===== config.mk =====
export PLATFORM = sky130hd
export DESIGN_NAME = mmio_uart_tx
export DESIGN_NICKNAME = d
export VERILOG_FILES = /design/src/rtl/mmio_uart_tx.sv
export SDC_FILE = /design/constraint.sdc
export NUM_CORES = 1
export LEC_CHECK = 0
export CORE_UTILIZATION = 40
export CTS_CLUSTER_DIAMETER = 120
export CTS_CLUSTER_SIZE = 28
export DETAILED_ROUTE_END_ITERATION = 12
export PLACE_DENSITY = 0.75
export RECOVER_POWER = 50
export SLEW_MARGIN = 20
export SYNTH_ARGS = -nofsm -noshare
export SYNTH_HDL_FRONTEND = slang
export SYNTH_SLANG_ARGS = --single-unit

===== constraint.sdc =====
create_clock -name clk -period 5.9 [get_ports clk]
set_clock_uncertainty 0.1 [all_clocks]
set_input_delay 0.885 -clock clk [delete_from_list [all_inputs] [get_ports clk]]
set_output_delay 0.885 -clock clk [all_outputs]
set_load 0.02 [all_outputs]

===== src/rtl/mmio_uart_tx.sv =====
// Memory-mapped UART transmitter: 3-word register window, TX FIFO, 8N1 serialiser.
// Define UART_PARITY_EN for 8E1 framing (extra even-parity bit, STATUS[8]=1).
module mmio_uart_tx #(
   parameter logic [31:0] BASE_ADDR    = 32'h0000_0100,
   parameter int unsigned CLKS_PER_BIT = 16,
   parameter int unsigned FIFO_DEPTH   = 4
) (
   input  logic        clk,
   input  logic        reset,
   input  logic        memwrite,
   input  logic [31:0] adr,
   input  logic [31:0] wd,
   output logic        sel,
   output logic [31:0] rd,
   output logic        tx,
   output logic        busy
);
   localparam int unsigned PTR_W  = $clog2(FIFO_DEPTH);
   localparam int unsigned CNT_W  = PTR_W + 1;
   localparam int unsigned BAUD_W = $clog2(CLKS_PER_BIT);
`ifdef UART_PARITY_EN
   localparam logic PAR_CAP = 1'b1;
`else
   localparam logic PAR_CAP = 1'b0;
`endif

   typedef enum logic [2:0] {
      S_IDLE,
      S_START,
      S_DATA,
`ifdef UART_PARITY_EN
      S_PARITY,
`endif
      S_STOP
   } state_t;

   state_t              state_q, state_d;
   logic [BAUD_W-1:0]   baud_q, baud_d;
   logic [2:0]          bit_q, bit_d;
   logic [7:0]          shift_q, shift_d;
`ifdef UART_PARITY_EN
   logic                par_q, par_d;
`endif
   logic                tx_q, tx_d;
   logic                busy_q, busy_d;
   logic                ovf_q, ovf_d;
   logic [CNT_W-1:0]    count_q, count_d;
   logic [PTR_W-1:0]    wr_ptr_q, wr_ptr_d;
   logic [PTR_W-1:0]    rd_ptr_q, rd_ptr_d;
   logic [7:0]          mem_q [FIFO_DEPTH];

   logic [29:0] woff_c;
   logic        wr_tx_c, wr_stat_c;
   logic        full_c, empty_c, pop_c, push_ok_c, baud_end_c;
   logic [7:0]  head_c;
   logic [31:0] status_c;
   logic        unused_c;

   // Word offset from the window base; wraps high for addresses below it
   assign woff_c     = adr[31:2] - BASE_ADDR[31:2];
   assign sel        = (woff_c < 30'd3);
   assign wr_tx_c    = memwrite && sel && (woff_c[1:0] == 2'd0);
   assign wr_stat_c  = memwrite && sel && (woff_c[1:0] == 2'd1);
   assign full_c     = (count_q == CNT_W'(FIFO_DEPTH));
   assign empty_c    = (count_q == '0);
   assign head_c     = mem_q[rd_ptr_q];
   assign baud_end_c = (baud_q == BAUD_W'(CLKS_PER_BIT - 1));
   assign status_c   = {23'd0, PAR_CAP, 4'(count_q), ovf_q, busy_q, full_c, empty_c};
   assign unused_c   = ^{adr[1:0], wd[31:8]};
   assign tx         = tx_q;
   assign busy       = busy_q;

   always_comb begin
      rd = '0;
      if (sel) begin
         case (woff_c[1:0])
            2'd1:    rd = status_c;
            2'd2:    rd = 32'(CLKS_PER_BIT);
            default: rd = '0;
         endcase
      end
   end

   // Frame sequencer; tx_d is derived from the next state so tx comes straight off a flop
   always_comb begin
      state_d = state_q;
      baud_d  = (state_q == S_IDLE) ? '0 : baud_q + BAUD_W'(1);
      bit_d   = bit_q;
      shift_d = shift_q;
`ifdef UART_PARITY_EN
      par_d   = par_q;
`endif
      pop_c   = 1'b0;
      tx_d    = 1'b1;
      case (state_q)
         S_IDLE: begin
            if (!empty_c) begin
               pop_c   = 1'b1;
               shift_d = head_c;
`ifdef UART_PARITY_EN
               par_d   = ^head_c;
`endif
               state_d = S_START;
            end
         end
         S_START: begin
            if (baud_end_c) begin
               baud_d  = '0;
               bit_d   = 3'd0;
               state_d = S_DATA;
            end
         end
         S_DATA: begin
            if (baud_end_c) begin
               baud_d  = '0;
               shift_d = {1'b0, shift_q[7:1]};
               if (bit_q == 3'd7) begin
                  bit_d   = 3'd0;
`ifdef UART_PARITY_EN
                  state_d = S_PARITY;
`else
                  state_d = S_STOP;
`endif
               end else begin
                  bit_d = bit_q + 3'd1;
               end
            end
         end
`ifdef UART_PARITY_EN
         S_PARITY: begin
            if (baud_end_c) begin
               baud_d  = '0;
               state_d = S_STOP;
            end
         end
`endif
         S_STOP: begin
            if (baud_end_c) begin
               baud_d = '0;
               if (!empty_c) begin
                  pop_c   = 1'b1;
                  shift_d = head_c;
`ifdef UART_PARITY_EN
                  par_d   = ^head_c;
`endif
                  state_d = S_START;
               end else begin
                  state_d = S_IDLE;
               end
            end
         end
         default: state_d = S_IDLE;
      endcase
      case (state_d)
         S_START:  tx_d = 1'b0;
         S_DATA:   tx_d = shift_d[0];
`ifdef UART_PARITY_EN
         S_PARITY: tx_d = par_d;
`endif
         default:  tx_d = 1'b1;
      endcase
   end

   // FIFO bookkeeping; a push into a full FIFO survives only if the same edge pops
   always_comb begin
      push_ok_c = wr_tx_c && (!full_c || pop_c);
      wr_ptr_d  = wr_ptr_q;
      rd_ptr_d  = rd_ptr_q;
      count_d   = count_q;
      ovf_d     = ovf_q;
      if (push_ok_c) wr_ptr_d = wr_ptr_q + PTR_W'(1);
      if (pop_c)     rd_ptr_d = rd_ptr_q + PTR_W'(1);
      case ({push_ok_c, pop_c})
         2'b10:   count_d = count_q + CNT_W'(1);
         2'b01:   count_d = count_q - CNT_W'(1);
         default: count_d = count_q;
      endcase
      if (wr_stat_c)                   ovf_d = 1'b0;
      else if (wr_tx_c && !push_ok_c)  ovf_d = 1'b1;
      busy_d = (state_d != S_IDLE) || (count_d != '0);
   end

   always_ff @(posedge clk) begin
      if (reset) begin
         state_q  <= S_IDLE;
         baud_q   <= '0;
         bit_q    <= 3'd0;
         shift_q  <= 8'd0;
`ifdef UART_PARITY_EN
         par_q    <= 1'b0;
`endif
         tx_q     <= 1'b1;
         busy_q   <= 1'b0;
         ovf_q    <= 1'b0;
         count_q  <= '0;
         wr_ptr_q <= '0;
         rd_ptr_q <= '0;
      end else begin
         state_q  <= state_d;
         baud_q   <= baud_d;
         bit_q    <= bit_d;
         shift_q  <= shift_d;
`ifdef UART_PARITY_EN
         par_q    <= par_d;
`endif
         tx_q     <= tx_d;
         busy_q   <= busy_d;
         ovf_q    <= ovf_d;
         count_q  <= count_d;
         wr_ptr_q <= wr_ptr_d;
         rd_ptr_q <= rd_ptr_d;
      end
   end

   always_ff @(posedge clk) begin
      if (!reset && push_ok_c) mem_q[wr_ptr_q] <= wd[7:0];
   end

endmodule


==> results of run 1 <==
worst reg2reg max path, cell delays in order (launching register included):
cell     delay [ns]
dfxtp_1        0.35
ha_1           0.22
and3_1         0.23
nand3_1        0.09
a21oi_1        0.57
nor2_1         0.18
or4_4          0.51
nor2_1         0.19
and2_1         0.42
through the flow:
stage / cells / total power, mW / setup WS, ns
detailed placement: 437 / 0.676 / 0.808
CTS: 453 / 1.11 / 0.804
global placement: 437 / 0.672 / 0.841
global route: 453 / 1.15 / 0.674
finish: 453 / 1.10 / 0.807
floorplan: 322 / 0.627 / 1.84
state kept, by name (all words and copies together) (netlist names), named ones only:
signal    flops
ovf_q         1
count_q       3
rd_ptr_q      2
bit_q         3
busy          1
shift_q       8
wr_ptr_q      2
state_q       3
mem_q        32
tx            1
baud_q        4
power by group through the flow:
| stage | sequential [mW] | clock (mW) | combinational, mW |
|---|---|---|---|
| floorplan | 0.494 | 0 | 0.133 |
| global placement | 0.499 | 0 | 0.173 |
| detailed placement | 0.500 | 0 | 0.176 |
| CTS | 0.491 | 0.447 | 0.177 |
| global route | 0.494 | 0.462 | 0.192 |
| finish | 0.490 | 0.439 | 0.173 |
final timing paths:
path,from,end,slack (ns),cells past startpoint
min,bit_q[1]$_SDFFE_PP0P_,bit_q[1]$_SDFFE_PP0P_,0.36,2
max reg2reg,baud_q[0]$_SDFF_PP0_,mem_q[1][1]$_DFFE_PP_,2.69,8
min reg2reg,bit_q[1]$_SDFFE_PP0P_,bit_q[1]$_SDFFE_PP0P_,0.36,2
max,adr[14],rd[1],0.81,9
logic make-up after synthesis:
group | after synthesis
other cells | 1
fa+ha+maj | 12
compound gates | 30
mux | 15
xor+xnor | 10
flops | 62
buf+inv | 43
simple gates | 124
Yosys cell counts, types with 2 or more instances:
library cell	n
nor4_1	3
nand4_1	2
ha_1	11
mux2i_1	6
a211oi_1	2
a222oi_1	5
nor2_1	37
clkbuf_1	11
nor3_1	10
mux4_2	8
o21ai_0	4
edfxtp_1	32
nor4b_1	2
a21oi_1	7
xnor2_1	5
xor2_1	5
inv_1	6
nand3_1	8
nand2_1	31
dfxtp_1	30
nor3b_1	3
or2_2	2
a2111o_1	2
or3_1	3
a21o_1	2
and2_1	6
or4b_1	2
and3_1	8
buf_4	25
a221oi_1	3
per-layer routing:
layer	vias up	GRT usage [%]	wire, um
met5	-	0	0
met4	0	6.35	89
met3	8	4.02	337
met2	66	26.8	2940
met1	1036	17.0	2480
li1	1124	-	-
cell type report:
| class | instances | area, um2 |
|---|---|---|
| Fill cell | 686 | 3800 |
| Multi-Input combinational cell | 217 | 1480 |
| Inverter | 6 | 22.5 |
| Timing Repair Buffer | 50 | 500 |
| Clock buffer | 9 | 124 |
| Clock inverter | 7 | 113 |
| Sequential cell | 62 | 1560 |
| Tap cell | 102 | 128 |
==> flow_metrics.env, run 1 <==
export IMPL_status="finished, final reports clean"
export IMPL_avgSynthCellArea_um2=10.8
export IMPL_yosysSeqAreaShare_pct=48.7
export IMPL_p_leak_nw=1.46
export IMPL_layout_common_cells="39 x clkdlybuf4s50_1, 37 x nor2_1, 32 x edfxtp_1"
export IMPL_netlist_top_cell_by_area="edfxtp_1"
export IMPL_syn_cell_area_um2=3210
export IMPL_final_common_cell="clkdlybuf4s50_1"
export IMPL_cap_viol_max_count=0
export IMPL_hold_ws_ns=0.357
export IMPL_pin_count=102
export IMPL_hold_violations=0
export IMPL_hp_class="flop to flop"
export IMPL_initialDrtViolationCount=97
export IMPL_synth_edff_count=32
export IMPL_synth_simple_area_share_pct=20.1
export IMPL_syn_inst=297
export IMPL_grt_pass1_vias=2193
export IMPL_synthTopCellsByArea="edfxtp_1 30%, dfxtp_1 19%, buf_4 5.9%, mux4_2 5.6%, nor2_1 4.3%"
export IMPL_cts_tree="done"
export IMPL_drc_errors=0
export IMPL_cpPeakStageDelay_ns=0.60
export IMPL_n_antenna_cell=0
export IMPL_synth_compound_area_share_pct=7.06
export IMPL_synthXorXnorAreaFrac_pct=2.73
export IMPL_crit_top_cell="clkdlybuf4s50_1"
export IMPL_start_util_pct=41.5
export IMPL_ant_nets=0
export IMPL_cp_end_kind="output pin"
export IMPL_area_growth_pct=22.4
export IMPL_coreArea_um2=7730
export IMPL_die_w_um=91.5
export IMPL_wl_um=5840
export IMPL_vias_per_cell=4.93
export IMPL_grt_use_total_pct=15.1
export IMPL_worst_pin_slew_ns=1.01
export IMPL_grt_max_degree=30
export IMPL_final_layout_size_suffix_gt1_share_pct=9.40
export IMPL_slew_violations=0
export IMPL_critical_path_required_ns=4.91
export IMPL_critical_path_startpoint_type="primary input"
export IMPL_yosys_area_share_adder_pct=4.92
export IMPL_yosys_register_bits=62
export IMPL_fmaxAchievable_mhz=196
export IMPL_tns_ns=0
export IMPL_dieHeight_um=91.5
export IMPL_numClockSinks=62
export IMPL_finalCritPeriodShare_pct=86.3
export IMPL_clock_latency_ns=0.34
export IMPL_cts_buffer_depth=2
export IMPL_post_cts_buffers=0
export IMPL_pwr_share_clk_pct=39.8
export IMPL_power_switching_uw=274
export IMPL_cts_buffers=9
export IMPL_setup_viol=0
export IMPL_crit_fanout=7
export IMPL_arrival_ns=4.11
export IMPL_period_needed_ns=5.09
export IMPL_grt_overflow_total=0
export IMPL_yosys_warnings=0
export IMPL_synth_flop_cell="edfxtp_1"
export IMPL_dr_pass1_iters=5
export IMPL_h_tree_depth=3
export IMPL_nets=425
export IMPL_internal_power_uw=829
export IMPL_muxShareOfSynthArea_pct=8.20
export IMPL_io_buffers=50
export IMPL_synth_cell_types=46
export IMPL_swShare_pct=24.8
export IMPL_cpMaxStageDelayCell="clkdlybuf4s50_1"
export IMPL_antenna_found_initial=0
export IMPL_fin_util_pct=50.8
export IMPL_place_congestion=0.756
export IMPL_cts_repair_resized=0
export IMPL_vdd_ir_drop_max_mv=0.317
export IMPL_design_area_um2=3920
export IMPL_synth_top_family_by_area="simple AND/OR/NAND/NOR gates"
export IMPL_power_per_cell_area_nw_per_um2=281
export IMPL_cpLargestDelayFamily="simple AND/OR/NAND/NOR gates"
export IMPL_synth_top_area_share_pct=30.0
export IMPL_p_comb_share_pct=15.7
export IMPL_pwr_share_seq_pct=44.5
export IMPL_postCtsHoldBufs=0
export IMPL_vias=2234
export IMPL_critPathBufInv=2
export IMPL_cts_root_buf="clkbuf_8"
export IMPL_num_rows=32
export IMPL_crit_type="primary input to output pin"
export IMPL_die_area_um2=8380
export IMPL_clk_pin_slew_ns=0.07
export IMPL_relSlewSlack_pct=32.3
export IMPL_placed_area_um2=3690
export IMPL_async_flop_share_pct=0
export IMPL_hpwl_um=4360
export IMPL_rsz0062_at_grt="false"
export IMPL_grt_pass1_wl_um=9870
export IMPL_drt_wirelength_per_cell_um=12.9
export IMPL_path_cells="clkdlybuf4s50_1, nor4_4, nand3_2, or3_1, a2111o_1, nor2_1, and2_1, and3_1, clkdlybuf4s50_1"
(Power assumes the default switching activity.)
==> run 2, diff against run 1 <==
GPL_ROUTABILITY_DRIVEN = 0   (was default)
==> results of run 2 <==
Same layout as run 1: the final DEF is identical, and so are final timing and power.
==> run 3, diff against run 2 <==
CORE_UTILIZATION = 35   (was 40)
PLACE_DENSITY = 0.67   (was 0.75)
==> flow_metrics.env, run 3 (same netlist as run 1, synthesis figures left out) <==
export IMPL_n_antenna_cell=0
export IMPL_vias_per_cell=4.89
export IMPL_cp_endpoint="rd[1]"
export IMPL_tns_ns=0
export IMPL_cap_viol_max_count=0
export IMPL_met1_length_um=2510
export IMPL_dr_pass1_iters=9
export IMPL_drt_wirelength_per_cell_um=12.6
export IMPL_die_w_um=97.7
export IMPL_critPathBufInv=2
export IMPL_reg2regPathDepth=8
export IMPL_area_growth_pct=22.4
export IMPL_post_cts_buffers=0
export IMPL_initialDrtViolationCount=125
export IMPL_cp_end_kind="output pin"
export IMPL_crit_fanout=7
export IMPL_drc_errors=20
export IMPL_r2r_end="mem_q[1][4]$_DFFE_PP_"
export IMPL_io_buffers=50
export IMPL_crit_type="primary input to output pin"
export IMPL_die_area_um2=9550
export IMPL_layout_common_cells="39 x clkdlybuf4s50_1, 37 x nor2_1, 32 x edfxtp_1"
export IMPL_final_common_cell="clkdlybuf4s50_1"
export IMPL_critical_path_required_ns=4.91
export IMPL_path_cells="clkdlybuf4s50_1, nor4_2, nand3_1, a2111o_1, a2111o_1, nor2_1, and2_1, and3_1, clkdlybuf4s50_1"
export IMPL_arrival_ns=4.12
export IMPL_worst_pin_slew_ns=1.03
export IMPL_setup_viol=0
export IMPL_numClockSinks=62
export IMPL_crit_start="adr[21]"
export IMPL_start_util_pct=36.4
export IMPL_largest_reg_flops=32
export IMPL_postCtsHoldBufs=0
export IMPL_cpPeakStageDelay_ns=0.61
export IMPL_cts_buffer_depth=2
export IMPL_r2r_slack_ns=2.60
export IMPL_dpl_cell_count=443
export IMPL_power_per_cell_area_nw_per_um2=278
export IMPL_vias=2243
export IMPL_place_ws_ns=0.798
export IMPL_hpwl_um=4310
export IMPL_status="finished with violations"
export IMPL_dieHeight_um=97.7
export IMPL_total_power_mw=1.09
export IMPL_period_needed_ns=5.10
export IMPL_critical_path_startpoint_type="primary input"
export IMPL_failed_checks="design-rule violations"
export IMPL_finalNonFillerCells=459
export IMPL_top_layer_used="met4"
export IMPL_top_regs="mem_q (32), shift_q (8), baud_q (4)"
export IMPL_p_leak_nw=1.46
export IMPL_regMostFlops="mem_q"
export IMPL_nFillCells=820
export IMPL_fmaxAchievable_mhz=196
export IMPL_grt_overflow_total=0
export IMPL_h_tree_depth=3
export IMPL_met3_length_um=346
export IMPL_clock_latency_ns=0.33
export IMPL_finalCritPeriodShare_pct=86.5
export IMPL_coreArea_um2=8810
export IMPL_cp_depth=9
export IMPL_pin_count=102
export IMPL_vdd_ir_drop_max_mv=0.215
export IMPL_cpMaxStageDelayCell="clkdlybuf4s50_1"
export IMPL_worstReg2RegStart="baud_q[0]$_SDFF_PP0_"
export IMPL_relSlewSlack_pct=31.4
export IMPL_slew_violations=0
export IMPL_setup_ws_ns=0.796
export IMPL_grt_pass1_vias=2102
export IMPL_cts_repair_resized=0
export IMPL_multiInputGateArea_um2=1480
export IMPL_cpLargestDelayFamily="simple AND/OR/NAND/NOR gates"
export IMPL_antenna_found_initial=0
export IMPL_ant_nets=0
export IMPL_cts_buffers=9
export IMPL_met2_wirelength_um=2870
export IMPL_num_rows=34
export IMPL_final_layout_size_suffix_gt1_share_pct=8.55
export IMPL_nets=425
export IMPL_cts_tree="done"
export IMPL_rsz0062_at_grt="false"
export IMPL_seqCellArea_um2=1560
export IMPL_wl_um=5810
export IMPL_hold_violations=0
export IMPL_grt_pass1_wl_um=9760
export IMPL_clk_pin_slew_ns=0.06
export IMPL_grt_use_total_pct=13.0
export IMPL_cts_root_buf="clkbuf_8"
export IMPL_grt_max_degree=30
export IMPL_hp_class="flop to flop"
run 3: changes by cell type in the layout (fill, tap and decap cells not counted), sizes merged:
cell      delta
clkinv       -1
clkinvlp     -1
clkbuf       +2
run 3: power breakdown:
group          internal (mW)  leakage (nW)  total [mW]  switching [mW]
Clock                  0.279         0.115       0.430           0.151
Combinational         0.0807         0.816       0.174          0.0932
Sequential             0.470         0.530       0.489          0.0193
Total                  0.829          1.46        1.09           0.264
run 3: worst min path at each step:
| stage | startpoint | endpoint | slack, ns | cells past startpoint |
|---|---|---|---|---|
| after floorplan | baud_q[0]$_SDFF_PP0_ | baud_q[0]$_SDFF_PP0_ | 0.33 | 1 |
| after global placement | bit_q[2]$_SDFFE_PP0P_ | bit_q[2]$_SDFFE_PP0P_ | 0.34 | 2 |
| after global routing | baud_q[0]$_SDFF_PP0_ | baud_q[0]$_SDFF_PP0_ | 0.39 | 1 |
| after CTS | bit_q[1]$_SDFFE_PP0P_ | bit_q[1]$_SDFFE_PP0P_ | 0.36 | 2 |
| final | bit_q[1]$_SDFFE_PP0P_ | bit_q[1]$_SDFFE_PP0P_ | 0.36 | 2 |
| after detailed placement | bit_q[1]$_SDFFE_PP0P_ | bit_q[1]$_SDFFE_PP0P_ | 0.35 | 2 |
run 3: through the flow:
| step | utilization, % | hold WS (ns) | cell area, um2 |
|---|---|---|---|
| 2_1_floorplan | - | 0.333 | 3300 |
| 3_3_place_gp | 42.0 | 0.343 | 3690 |
| 3_5_place_dp | 42.0 | 0.354 | 3690 |
| 4_1_cts | 44.6 | 0.362 | 3930 |
| 5_1_grt | 44.6 | 0.389 | 3930 |
| 6_report | 44.6 | 0.356 | 3930 |
run 3: worst min-delay path: stages (launching register included):
cell and delay, ns:
dfxtp_1 0.31, nand2_1 0.05, a21oi_1 0.05
run 3: cell type report:
cell class	count	share of cell area (%)
Inverter	6	0.574
Sequential cell	62	39.8
Clock inverter	5	2.52
Tap cell	108	3.44
Multi-Input combinational cell	217	37.6
Timing Repair Buffer	50	12.8
Clock buffer	11	3.35
run 3: layer usage:
metal / up-vias / global-route usage [%]
li1: 1126 / -
met1: 1034 / 15.4
met2: 74 / 22.3
met3: 9 / 2.52
met5: - / 0
met4: 0 / 6.64
